<file path="src/rtl/ghost_mover.sv">
// Ghost mover: steps the ghost one maze cell per movement tick, gated by the maze wall ROM.
// Latency: tick in cycle T -> new position and step_done/blocked pulse visible in cycle T+3.
// Backpressure: none; ticks are spaced >= 4 cycles so a move always finishes before the next tick.
//
// Ports:
//   clk, reset            - clock and synchronous active-high reset
//   ghost_dir             - 0 stay, 1 right, 2 left, 3 up, 4 down (5-7 = stay), sampled on tick only
//   wall_qx/wall_qy       - registered wall ROM query address
//   wall_hit              - ROM data (1 = wall), valid one cycle after the query address
//   ghost_x/ghost_y       - current ghost cell
//   step_done/blocked     - one-cycle pulses: move committed / move rejected
// Optional: define TUNNEL_WRAP_EN to make the left/right grid edges a wrap-around tunnel.
module ghost_mover #(
    parameter int GRID_W   = 20,
    parameter int GRID_H   = 15,
    parameter int X_W      = 5,
    parameter int Y_W      = 4,
    parameter int START_X  = 9,
    parameter int START_Y  = 7,
    parameter int STEP_DIV = 2500000
) (
    input  logic           clk,
    input  logic           reset,
    input  logic [2:0]     ghost_dir,
    output logic [X_W-1:0] wall_qx,
    output logic [Y_W-1:0] wall_qy,
    input  logic           wall_hit,
    output logic [X_W-1:0] ghost_x,
    output logic [Y_W-1:0] ghost_y,
    output logic           step_done,
    output logic           blocked
);

    localparam int CNT_W = $clog2(STEP_DIV);

    typedef enum logic [1:0] {
        IDLE  = 2'd0,
        QUERY = 2'd1,
        CHECK = 2'd2
    } state_t;

    state_t state, state_nxt;

    logic [CNT_W-1:0] tick_cnt;
    logic             tick;

    // Candidate target derived from the current cell and direction
    logic [X_W-1:0] cand_x;
    logic [Y_W-1:0] cand_y;
    logic           cand_oob;
    logic           cand_move;

    // Latched target for the move in flight
    logic [X_W-1:0] tgt_x, tgt_x_nxt;
    logic [Y_W-1:0] tgt_y, tgt_y_nxt;
    logic           tgt_oob, tgt_oob_nxt;

    logic [X_W-1:0] wall_qx_nxt, ghost_x_nxt;
    logic [Y_W-1:0] wall_qy_nxt, ghost_y_nxt;
    logic           step_done_nxt, blocked_nxt;

    // Free-running movement tick divider, independent of FSM state
    always_ff @(posedge clk) begin
        if (reset) begin
            tick_cnt <= '0;
        end else if (tick) begin
            tick_cnt <= '0;
        end else begin
            tick_cnt <= tick_cnt + CNT_W'(1);
        end
    end

    assign tick = (tick_cnt == CNT_W'(STEP_DIV - 1));

    // Edge checks come before the +/-1 so coordinates never wrap silently.
    // An out-of-bounds candidate keeps the current cell as its address.
    always_comb begin
        cand_x    = ghost_x;
        cand_y    = ghost_y;
        cand_oob  = 1'b0;
        cand_move = 1'b1;
        case (ghost_dir)
            3'd1: begin
                if (ghost_x == X_W'(GRID_W - 1)) begin
`ifdef TUNNEL_WRAP_EN
                    cand_x = '0;
`else
                    cand_oob = 1'b1;
`endif
                end else begin
                    cand_x = ghost_x + X_W'(1);
                end
            end
            3'd2: begin
                if (ghost_x == '0) begin
`ifdef TUNNEL_WRAP_EN
                    cand_x = X_W'(GRID_W - 1);
`else
                    cand_oob = 1'b1;
`endif
                end else begin
                    cand_x = ghost_x - X_W'(1);
                end
            end
            3'd3: begin
                if (ghost_y == '0) begin
                    cand_oob = 1'b1;
                end else begin
                    cand_y = ghost_y - Y_W'(1);
                end
            end
            3'd4: begin
                if (ghost_y == Y_W'(GRID_H - 1)) begin
                    cand_oob = 1'b1;
                end else begin
                    cand_y = ghost_y + Y_W'(1);
                end
            end
            default: cand_move = 1'b0;
        endcase
    end

    // Next-state and datapath updates
    always_comb begin
        state_nxt     = state;
        tgt_x_nxt     = tgt_x;
        tgt_y_nxt     = tgt_y;
        tgt_oob_nxt   = tgt_oob;
        wall_qx_nxt   = wall_qx;
        wall_qy_nxt   = wall_qy;
        ghost_x_nxt   = ghost_x;
        ghost_y_nxt   = ghost_y;
        step_done_nxt = 1'b0;
        blocked_nxt   = 1'b0;
        case (state)
            IDLE: begin
                if (tick && cand_move) begin
                    tgt_x_nxt   = cand_x;
                    tgt_y_nxt   = cand_y;
                    tgt_oob_nxt = cand_oob;
                    wall_qx_nxt = cand_oob ? ghost_x : cand_x;
                    wall_qy_nxt = cand_oob ? ghost_y : cand_y;
                    state_nxt   = QUERY;
                end
            end
            QUERY: begin
                // ROM registers the address during this cycle
                state_nxt = CHECK;
            end
            CHECK: begin
                // Out-of-bounds moves still take this path for fixed latency; wall_hit is ignored
                if (!tgt_oob && !wall_hit) begin
                    ghost_x_nxt   = tgt_x;
                    ghost_y_nxt   = tgt_y;
                    step_done_nxt = 1'b1;
                end else begin
                    blocked_nxt = 1'b1;
                end
                state_nxt = IDLE;
            end
            default: state_nxt = IDLE;
        endcase
    end

    always_ff @(posedge clk) begin
        if (reset) begin
            state     <= IDLE;
            tgt_x     <= X_W'(START_X);
            tgt_y     <= Y_W'(START_Y);
            tgt_oob   <= 1'b0;
            wall_qx   <= X_W'(START_X);
            wall_qy   <= Y_W'(START_Y);
            ghost_x   <= X_W'(START_X);
            ghost_y   <= Y_W'(START_Y);
            step_done <= 1'b0;
            blocked   <= 1'b0;
        end else begin
            state     <= state_nxt;
            tgt_x     <= tgt_x_nxt;
            tgt_y     <= tgt_y_nxt;
            tgt_oob   <= tgt_oob_nxt;
            wall_qx   <= wall_qx_nxt;
            wall_qy   <= wall_qy_nxt;
            ghost_x   <= ghost_x_nxt;
            ghost_y   <= ghost_y_nxt;
            step_done <= step_done_nxt;
            blocked   <= blocked_nxt;
        end
    end

endmodule

</file>
<file path="config.mk">
export PLATFORM = sky130hd
export DESIGN_NAME = ghost_mover
export DESIGN_NICKNAME = d
export VERILOG_FILES = /design/src/rtl/ghost_mover.sv
export SDC_FILE = /design/constraint.sdc
export NUM_CORES = 1
export LEC_CHECK = 0
export BUFFER_PORTS_ARGS = -buffer_cell sky130_fd_sc_hd__clkbuf_2
export CAP_MARGIN = 40
export CORE_UTILIZATION = 55
export CTS_CLUSTER_SIZE = 10
export DETAILED_ROUTE_END_ITERATION = 8
export PLACE_DENSITY = 0.74
export RECOVER_POWER = 50
export SYNTH_ARGS = -nofsm -noshare
export SYNTH_HDL_FRONTEND = slang
export SYNTH_SLANG_ARGS = --single-unit
</file>
<file path="constraint.sdc">
create_clock -name clk -period 2.4 [get_ports clk]
set_clock_uncertainty 0.2 [all_clocks]
set_input_delay 0.12 -clock clk [delete_from_list [all_inputs] [get_ports clk]]
set_output_delay 0.12 -clock clk [all_outputs]
set_load 0.03 [all_outputs]
</file>
; Yosys cells after proc, flatten, opt, wreduce, memory -nomap -nowiden
; Index checks and enable logic that the tools add are counted.
[totals]
output_inout_bits = 20
in_bits = 6
wordCells = 57
regBits = 54
[classes]
n_reduce_logical = 12
bitwise = 1
n_eq_ne = 10
n_addsub = 5
muxes = 18
[op_table]
columns = cell, n
row1 = $add 22x1->22 const B, 1
row2 = $eq 22x22->1 const B, 1
row3 = $mux 5, 3
row4 = $mux 4, 3
row5 = $pmux 5 s2, 1
row6 = $pmux 4 s2, 1
row7 = $mux 1, 7
row8 = $eq 3x2->1 const B, 2
row9 = $add 5x1->5 const B, 1
row10 = $eq 5x5->1 const B, 1
row11 = $logic_not 5->1, 1
row12 = $sub 5x1->5 const B, 1
row13 = $add 4x1->4 const B, 1
row14 = $eq 4x4->1 const B, 1
row15 = $logic_not 4->1, 1
row16 = $pmux 1 s4, 1
row17 = $pmux 2 s2, 1
row18 = $reduce_and 2->1, 2
row19 = $reduce_or 2->1, 2
row20 = $reduce_or 4->1, 1
row21 = $sub 4x1->4 const B, 1
row22 = $eq 3x1->1 const B, 1
row23 = $eq 3x3->1 const B, 1
row24 = $eq 2x1->1 const B, 1
row25 = other kinds (7), 9

; Depth between registers and ports, before layout
; Gate-level depths: netlist of the first run.
[logic_depth]
depth_word = 6
depth_mapped = 8
depth_no_buf = 7

; Least setup slack after synthesis of the first run
; No wires, ideal clock.
[synth_timing]
kind = register -> register
startpoint = reg ghost_x[0]
endpoint = reg wall_qy[1]
n_path_buf = 0
slack_ns = 0.173
synth_period_minus_slack_ns = 2.227
setup_ns = 0.074
t_arrival_ns = 1.953
t_required_ns = 2.126
stages_incl_launch_ff = 8
path_cell_list = dfxtp_1 inv_1 ha_1 or4b_1 o32a_1 o211ai_1 mux2_2 o21ai_0
[synth_via]
elab_chain_len = 4
elab_cells_between_ends = 6
classes_between = 1 x eq/ne / 4 x mux / 1 x reduce/logical
[synth_rtl]
columns = item, line_no
row1 = start: declaration, 28  ; output logic [X_W-1:0] ghost_x,
row2 = start signal: assignment, 173  ; ghost_x <= X_W'(START_X);
row3 = start signal: assignment, 184  ; ghost_x <= ghost_x_nxt;
row4 = $eq 5x5->1 / $logic_not 5->1 (equally long branches), "84, 95"
row5 = $mux 1 (on tied branches), "84, 95"
row6 = $pmux 1 s4 (*), 82  ; case (ghost_dir)
row7 = $mux 4 (*), 142  ; wall_qy_nxt = cand_oob ? ghost_y : cand_y;
row8 = end signal: assignment, 172  ; wall_qy <= Y_W'(START_Y);
row9 = end signal: assignment, 183  ; wall_qy <= wall_qy_nxt;
row10 = end: declaration, 26  ; output logic [Y_W-1:0] wall_qy,
; Every way passes the cells marked *; elsewhere a longest branch is shown, timed or not.
; A chain may end at the register's enable or synchronous reset.

; Final worst setup path of the first run
; Same ends and word-level chain as after synthesis.

==> flow_results.xml, run 1 <==
<?xml version="1.0" encoding="UTF-8"?>
<metrics>
  <group name="run_status">
    <metric name="status" unit="">complete, but fails checks</metric>
    <metric name="failed_checks" unit="">DRC</metric>
  </group>
  <group name="floorplanning">
    <metric name="die_area" unit="um^2">5060</metric>
    <metric name="floorplan.initialDensity" unit="%">58.8</metric>
    <metric name="die_x" unit="um">71.2</metric>
    <metric name="core_region_area" unit="um^2">4470</metric>
    <metric name="die_h" unit="um">71.2</metric>
    <metric name="placement_rows" unit="">24</metric>
    <metric name="top_level_ports" unit="">26</metric>
  </group>
  <group name="route">
    <metric name="first_pass_iters" unit="">6</metric>
    <metric name="postRouteAntennaNets" unit="">0</metric>
    <metric name="vias_per_cell" unit="">5.83</metric>
    <metric name="drt_drc_violations_left" unit="">3</metric>
    <metric name="route.vias.total" unit="">2285</metric>
    <metric name="drtIter0Drc" unit="">126</metric>
    <metric name="drt_wl_total" unit="um">5430</metric>
    <metric name="detail_route.wl_per_cell" unit="um">13.8</metric>
  </group>
  <group name="setup_path">
    <metric name="crit_path_max_fanout" unit="">8</metric>
    <metric name="timing.setup.critical_path_class" unit="">flip-flop to flip-flop</metric>
    <metric name="worst-endpoint-required" unit="ps">2440</metric>
    <metric name="crit_path_start_kind" unit="">flip-flop</metric>
    <metric name="worstPathArrival" unit="ps">2310</metric>
    <metric name="critical_path_capture_point_type" unit="">flip-flop</metric>
    <metric name="reg2reg_slack" unit="ps">130</metric>
  </group>
  <group name="layout">
    <metric name="final_net_count" unit="">352</metric>
    <metric name="drive_above_1_share" unit="%">10.0</metric>
    <metric name="layout.filler_cells" unit="">408</metric>
    <metric name="area_delta_synth_final" unit="%">12.4</metric>
    <metric name="layout.cell_area.non_filler" unit="um^2">2960</metric>
    <metric name="antennaDiodeCount" unit="">0</metric>
  </group>
  <group name="yosys">
    <metric name="synth_common_cells" unit="">sky130_fd_sc_hd__dfxtp_1 (54), sky130_fd_sc_hd__nor2_1 (45), sky130_fd_sc_hd__nand2_1 (22)</metric>
    <metric name="synth_top_area_share" unit="%">41.1</metric>
    <metric name="number_of_enable_flip_flop_cells_after_synthesis" unit="">0</metric>
    <metric name="synth_top_family_by_area" unit="">simple AND/OR/NAND/NOR gates</metric>
    <metric name="syn_nets" unit="">319</metric>
    <metric name="library_cell_occupying_the_most_area_in_the_post_synthesis_netlist" unit="">sky130_fd_sc_hd__dfxtp_1</metric>
    <metric name="synthAdderAreaFrac" unit="%">3.33</metric>
    <metric name="post_synth_xor_area_fraction" unit="%">6.66</metric>
    <metric name="avg_synthesized_cell_area" unit="um^2">8.60</metric>
    <metric name="post_synth_instance_area" unit="um^2">2630</metric>
    <metric name="synth.yosys.warnings" unit="">0</metric>
    <metric name="netlist_top_cells_area" unit="">sky130_fd_sc_hd__dfxtp_1 (41%), sky130_fd_sc_hd__nor2_1 (6.4%), sky130_fd_sc_hd__xnor2_1 (3.7%)</metric>
    <metric name="seq_area_frac_synth" unit="%">41.1</metric>
    <metric name="post_synth_and_or_nand_nor_area_fraction" unit="%">29.4</metric>
    <metric name="synth_most_common_cell" unit="">sky130_fd_sc_hd__dfxtp_1</metric>
    <metric name="post_synth_inst_count" unit="">306</metric>
    <metric name="async_flop_share" unit="%">0</metric>
    <metric name="yosys-mux-area-fraction" unit="%">1.95</metric>
    <metric name="synth_ff_type" unit="">sky130_fd_sc_hd__dfxtp_1</metric>
    <metric name="synth_compound_gate_area_share" unit="%">13.3</metric>
    <metric name="synth.distinct_cells" unit="">56</metric>
    <metric name="ys_ff_latch" unit="">54</metric>
  </group>
  <group name="clock_tree">
    <metric name="cts-root-buf" unit="">sky130_fd_sc_hd__clkbuf_8</metric>
    <metric name="clock_tree_from_tritoncts" unit="">yes</metric>
    <metric name="clock_sink_count" unit="">54</metric>
    <metric name="cts_inserted_buffers" unit="">5</metric>
    <metric name="clkSlewWorstSetupHoldPaths" unit="ps">100</metric>
    <metric name="cts_max_level" unit="">2</metric>
    <metric name="worstSkewPairLatency" unit="ps">300</metric>
    <metric name="post_cts_buffers" unit="">0</metric>
    <metric name="cts-root-to-sink-buffers" unit="">2</metric>
  </group>
  <group name="placed_design">
    <metric name="placement.io_buffers" unit="">25</metric>
    <metric name="final_estimated_routing_congestion_in_global_placement" unit="">0.830</metric>
    <metric name="hpwl" unit="um">3830</metric>
    <metric name="placedInstanceArea" unit="um^2">2870</metric>
  </group>
  <group name="timing">
    <metric name="timing_hold_violations_final" unit="">0</metric>
    <metric name="final.period_utilization" unit="%">94.5</metric>
    <metric name="drv_slew" unit="">0</metric>
    <metric name="timing.final.setup_violations" unit="">0</metric>
    <metric name="post_route_setup_tns" unit="ps">0</metric>
    <metric name="slew_headroom" unit="%">45.3</metric>
    <metric name="clock_period_minus_final_worst_setup_slack" unit="ps">2270</metric>
    <metric name="setup_repair_after_global_routing_missed_its_margin" unit="">false</metric>
    <metric name="clock.fmax" unit="MHz">441</metric>
    <metric name="slew_at_the_pin_with_the_worst_max_slew_slack" unit="ps">821</metric>
  </group>
  <group name="hold_path">
    <metric name="worst_hold_path_type" unit="">input port to flip-flop</metric>
  </group>
  <group name="grt">
    <metric name="grt_use_met3" unit="%">3.99</metric>
    <metric name="met2_usage" unit="%">41.0</metric>
    <metric name="met1_usage" unit="%">28.3</metric>
    <metric name="grt-busiest-layer" unit="">met2</metric>
    <metric name="number_of_antenna_violations_at_the_first_check_in_global_routing" unit="">0</metric>
    <metric name="grt_pass1_vias" unit="">2091</metric>
    <metric name="groute.usage.overall" unit="%">23.1</metric>
    <metric name="global_route_wire_length_before_repair" unit="um">9340</metric>
    <metric name="pin_count_of_the_biggest_net_entering_global_routing" unit="">35</metric>
    <metric name="grt_overflow_total" unit="">0</metric>
  </group>
  <group name="pwr">
    <metric name="ir_drop" unit="mV">0.389</metric>
    <metric name="total_leakage_power" unit="uW">0.00108</metric>
    <metric name="p_total" unit="uW">1530</metric>
    <metric name="power_density" unit="nW/um^2">516</metric>
  </group>
  <group name="run">
    <metric name="max_cap_violations" unit="">0</metric>
  </group>
</metrics>
-- stage by stage --
| stage | instances | utilization, % | hold slack [ps] | setup slack, ps |
|---|---|---|---|---|
| after CTS | 392 | 66.8 | 229 | 118 |
| after global placement | 383 | 64.2 | 140 | 218 |
| after global routing | 392 | 66.1 | 273 | 24.3 |
| after floorplan | 306 | - | -1.34 | 173 |
| after detailed placement | 383 | 64.2 | 156 | 157 |
| final | 392 | 66.1 | 228 | 133 |
-- area by class of cell --
cell class | instances | area (um^2) | area share [%]
clock buffer | 7 | 96.3 | 3.26
multi-input combinational | 227 | 1450 | 48.9
timing repair buffer | 40 | 219 | 7.40
clock inverter | 1 | 8.76 | 0.296
inverter | 11 | 41.3 | 1.40
tap | 52 | 65.1 | 2.20
sequential | 54 | 1080 | 36.5
-- critical path, stage by stage, from the launching register on --
cell,delay [ps]
sky130_fd_sc_hd__dfxtp_1,400
sky130_fd_sc_hd__inv_1,130
sky130_fd_sc_hd__ha_1,170
sky130_fd_sc_hd__or4b_1,480
sky130_fd_sc_hd__o32a_1,200
sky130_fd_sc_hd__o211ai_1,140
sky130_fd_sc_hd__mux2_2,360
sky130_fd_sc_hd__o21ai_0,120
-- what timing repair did --
action	4_1_cts	5_1_grt
setup endpoints to repair	0	3
resized for setup	0	2
hold buffers	1	0
hold endpoints to repair	2	0
-- where the power goes --
group          switching, uW  internal (uW)
Combinational           38.3           24.5
Clock                    294            265
Sequential              3.83            900
-- final timing paths --
path	startpoint	to	cells after the start
hold reg to reg	wall_qy[0]$_SDFFE_PP1P_	wall_qy[0]$_SDFFE_PP1P_	2
setup / recovery	ghost_x[0]$_SDFFE_PP1P_	wall_qy[1]$_SDFFE_PP1P_	7
hold / removal	reset	tgt_oob$_SDFFE_PP0P_	2
setup reg to reg	ghost_x[0]$_SDFFE_PP1P_	wall_qy[1]$_SDFFE_PP1P_	7
-- sequential cells by signal (all words and copies together), names as in the netlist --
register and flops:
wall_qy 4, state 2, ghost_y 4, ghost_x 5, tgt_y 4, tick_cnt 22
tgt_oob 1, step_done 1, blocked 1, tgt_x 5, wall_qx 5
-- placed cells by master (no fill, tap or decap), drive strengths merged, types with 2 or more instances in the layout --
| master | count |
|---|---|
| dfxtp | 54 |
| nor2 | 45 |
| clkbuf | 34 |
| nand2 | 22 |
| nand3 | 16 |
| nor3 | 14 |
| buf | 12 |
| inv | 11 |
| xnor2 | 11 |
| a21oi | 11 |
| xor2 | 9 |
| a211o | 7 |
| ha | 7 |
| nor4 | 7 |
| nand4 | 6 |
| nor3b | 6 |
| and3 | 5 |
| o21bai | 5 |
| o21ai | 5 |
| mux2i | 4 |
| or3 | 4 |
| nor2b | 3 |
| or4b | 3 |
| or3b | 3 |
| nand2b | 2 |
| nor4b | 2 |
| and4 | 2 |
| o31ai | 2 |
| o2111ai | 2 |
| o21a | 2 |
| o31a | 2 |
| a211oi | 2 |
-- cells by family after synthesis --
kind of cell    count (synthesis)
compound gates                 48
xor+xnor                       20
fa+ha+maj                       7
buf+inv                        25
flops                          54
mux                             5
simple gates                  147
-- metal layers --
metal	routed length, um	share of wire, %	vias up
met5	0	0	-
met4	86	1.6	0
met3	161	3.0	11
met2	2670	49	38
met1	2510	46	1076
li1	-	-	1160
(Power assumes the default switching activity.)
==> inputs of run 2 (changes only) <==
==> constraint.sdc (replaced) <==
create_clock -name clk -period 2.4 [get_ports clk]
set_clock_uncertainty 0.2 [all_clocks]
set_input_delay 0 -clock clk [delete_from_list [all_inputs] [get_ports clk]]
set_output_delay 0 -clock clk [all_outputs]
set_load 0.03 [all_outputs]
==> run 2 against run 1 <==
- the run still ends with DRC left
- worst hold slack got worse by 99 ps
- sequential share of layout area barely moved
- highest routed layer unchanged
- register-to-register slack got worse by 20 ps
- critical path type unchanged
- critical path depth did not move
- power fell by 3.1%
- sequential power barely moved
- largest cell class unchanged
- clock-buffer cell count fell by 1
- critical endpoint unchanged
- design area rose by 0.21%
==> flow_results.xml, run 2 (synthesis results as in run 1) <==
<?xml version="1.0" encoding="UTF-8"?>
<metrics>
  <group name="setup_path">
    <metric name="crit_path_start_kind" unit="">flip-flop</metric>
    <metric name="worstPathArrival" unit="ps">2330</metric>
    <metric name="crit_path_max_fanout" unit="">8</metric>
    <metric name="worst-endpoint-required" unit="ps">2440</metric>
    <metric name="critical_path_capture_point_type" unit="">flip-flop</metric>
    <metric name="timing.setup.critical_path_class" unit="">flip-flop to flip-flop</metric>
  </group>
  <group name="timing">
    <metric name="slew_headroom" unit="%">47.3</metric>
    <metric name="clock.fmax" unit="MHz">437</metric>
    <metric name="clock_period_minus_final_worst_setup_slack" unit="ps">2290</metric>
    <metric name="final.period_utilization" unit="%">95.5</metric>
    <metric name="slew_at_the_pin_with_the_worst_max_slew_slack" unit="ps">790</metric>
    <metric name="timing_hold_violations_final" unit="">0</metric>
    <metric name="whs" unit="ps">129</metric>
    <metric name="drv_slew" unit="">0</metric>
    <metric name="setup_repair_after_global_routing_missed_its_margin" unit="">false</metric>
    <metric name="timing.final.setup_violations" unit="">0</metric>
    <metric name="post_route_setup_tns" unit="ps">0</metric>
  </group>
  <group name="clock_tree">
    <metric name="clkSlewWorstSetupHoldPaths" unit="ps">100</metric>
    <metric name="post_cts_buffers" unit="">0</metric>
    <metric name="cts_inserted_buffers" unit="">5</metric>
    <metric name="worstSkewPairLatency" unit="ps">320</metric>
    <metric name="cts_max_level" unit="">2</metric>
    <metric name="clock_tree_from_tritoncts" unit="">yes</metric>
    <metric name="cts-root-buf" unit="">sky130_fd_sc_hd__clkbuf_8</metric>
    <metric name="cts-root-to-sink-buffers" unit="">2</metric>
    <metric name="clock_sink_count" unit="">54</metric>
  </group>
  <group name="floorplanning">
    <metric name="die_area" unit="um^2">5060</metric>
    <metric name="top_level_ports" unit="">26</metric>
    <metric name="die_x" unit="um">71.2</metric>
    <metric name="core_region_area" unit="um^2">4470</metric>
    <metric name="placement_rows" unit="">24</metric>
    <metric name="die_h" unit="um">71.2</metric>
    <metric name="floorplan.initialDensity" unit="%">58.8</metric>
  </group>
  <group name="grt">
    <metric name="groute.usage.overall" unit="%">23.2</metric>
    <metric name="grt_pass1_vias" unit="">2042</metric>
    <metric name="pin_count_of_the_biggest_net_entering_global_routing" unit="">35</metric>
    <metric name="grt_overflow_total" unit="">0</metric>
    <metric name="global_route_wire_length_before_repair" unit="um">9360</metric>
    <metric name="number_of_antenna_violations_at_the_first_check_in_global_routing" unit="">0</metric>
  </group>
  <group name="placed_design">
    <metric name="placedInstanceArea" unit="um^2">2880</metric>
    <metric name="hpwl" unit="um">3790</metric>
    <metric name="post-place-cells" unit="">384</metric>
    <metric name="final_estimated_routing_congestion_in_global_placement" unit="">0.825</metric>
    <metric name="placement.io_buffers" unit="">25</metric>
  </group>
  <group name="route">
    <metric name="detail_route.wl_per_cell" unit="um">14.0</metric>
    <metric name="drt_drc_violations_left" unit="">3</metric>
    <metric name="drtIter0Drc" unit="">182</metric>
    <metric name="drt_wl_total" unit="um">5510</metric>
    <metric name="postRouteAntennaNets" unit="">0</metric>
    <metric name="route.vias.total" unit="">2256</metric>
    <metric name="vias_per_cell" unit="">5.74</metric>
    <metric name="first_pass_iters" unit="">6</metric>
  </group>
  <group name="layout">
    <metric name="mostFrequentLayoutCell" unit="">sky130_fd_sc_hd__dfxtp_1</metric>
    <metric name="layoutNonFillerInstCount" unit="">393</metric>
    <metric name="antennaDiodeCount" unit="">0</metric>
    <metric name="layout.cell_area.non_filler" unit="um^2">2960</metric>
    <metric name="final_net_count" unit="">353</metric>
    <metric name="largest_register_ffs" unit="">22</metric>
    <metric name="drive_above_1_share" unit="%">11.7</metric>
    <metric name="layout.filler_cells" unit="">410</metric>
    <metric name="layout.cells.most_common_list" unit="">sky130_fd_sc_hd__dfxtp_1 (52), sky130_fd_sc_hd__nor2_1 (45), sky130_fd_sc_hd__nand2_1 (22), sky130_fd_sc_hd__clkbuf_1 (22), sky130_fd_sc_hd__nand3_1 (16)</metric>
    <metric name="area_delta_synth_final" unit="%">12.6</metric>
    <metric name="max_flop_register" unit="">tick_cnt</metric>
  </group>
  <group name="pwr">
    <metric name="power_density" unit="nW/um^2">498</metric>
    <metric name="ir_drop" unit="mV">0.408</metric>
    <metric name="power.clock.fraction" unit="%">34.5</metric>
    <metric name="total_leakage_power" unit="uW">0.00109</metric>
    <metric name="p_total" unit="uW">1480</metric>
    <metric name="p_int" unit="uW">1130</metric>
    <metric name="combPwrFrac" unit="%">4.3</metric>
    <metric name="power_switching_share" unit="%">23.4</metric>
    <metric name="power.switching" unit="uW">346</metric>
    <metric name="share_seq_of_total_power" unit="%">61.2</metric>
  </group>
  <group name="run_status">
    <metric name="failed_checks" unit="">DRC</metric>
    <metric name="status" unit="">complete, but fails checks</metric>
  </group>
  <group name="hold_path">
    <metric name="worst_hold_path_type" unit="">input port to flip-flop</metric>
  </group>
  <group name="run">
    <metric name="max_cap_violations" unit="">0</metric>
  </group>
</metrics>
## run 2: cell count changes in the layout (fill, tap and decap cells not counted), sizes merged
cell / before / now
buf: 12 / 13
clkbuf: 34 / 33
clkinv: 1 / 2
## run 2: final cells by class
type                            count  area (um^2)  share of cell area, %
Sequential cell                    54         1080                   36.6
Clock buffer                        6         72.6                   2.45
Inverter                           11         41.3                   1.39
Clock inverter                      2         13.8                  0.464
Timing Repair Buffer               41          229                   7.72
Tap cell                           52         65.1                   2.20
Multi-Input combinational cell    227         1460                   49.2
## run 2: worst paths after layout
check,start,end,slack (ps),cells after the start
min,ghost_dir[2],state[0]$_SDFFE_PP0P_,130,5
min reg2reg,wall_qy[0]$_SDFFE_PP1P_,wall_qy[0]$_SDFFE_PP1P_,260,2
max reg2reg,ghost_x[0]$_SDFFE_PP1P_,wall_qy[1]$_SDFFE_PP1P_,110,7
max,ghost_x[0]$_SDFFE_PP1P_,wall_qy[1]$_SDFFE_PP1P_,110,7
## run 2: per-layer routing
metal / vias to the layer above / track usage [%] / wire length (um)
met5: - / 0 / 0
met1: 1055 / 28.9 / 2630
met3: 6 / 4.70 / 154
met4: 0 / 8.00 / 74
met2: 31 / 40.0 / 2650
li1: 1164 / - / -
## run 2: repair_timing
action / 4_1_cts / 5_1_grt
endpoints found under the setup margin: 0 / 7
endpoints found under the hold margin: 2 / 0
hold buffers: 1 / 0
gates resized for setup: 0 / 6
## run 2: power groups by stage
stage               clock network, uW  logic (uW)  registers (uW)
finish                            510        63.7             904
global route                      555        71.5             904
CTS                               523        63.5             904
global placement                    0        61.5             924
detailed placement                  0        62.0             925
floorplan                           0        42.0             924
## run 2: through the flow
| step | util, % | setup slack, ps |
|---|---|---|
| after global placement | 64.3 | 180 |
| after detailed placement | 64.3 | 122 |
| after global routing | 66.2 | 14.6 |
| after floorplan | - | 173 |
| after CTS | 66.5 | 66.5 |
| final | 66.2 | 109 |
## run 2: worst max-delay path, cell delays in order, from the launching register on
cell and delay (ps):
sky130_fd_sc_hd__dfxtp_2 380, sky130_fd_sc_hd__inv_1 130, sky130_fd_sc_hd__ha_1 170, sky130_fd_sc_hd__or4b_1 480, sky130_fd_sc_hd__o32a_1 200, sky130_fd_sc_hd__o211ai_1 150, sky130_fd_sc_hd__mux2_2 370, sky130_fd_sc_hd__o21ai_0 140
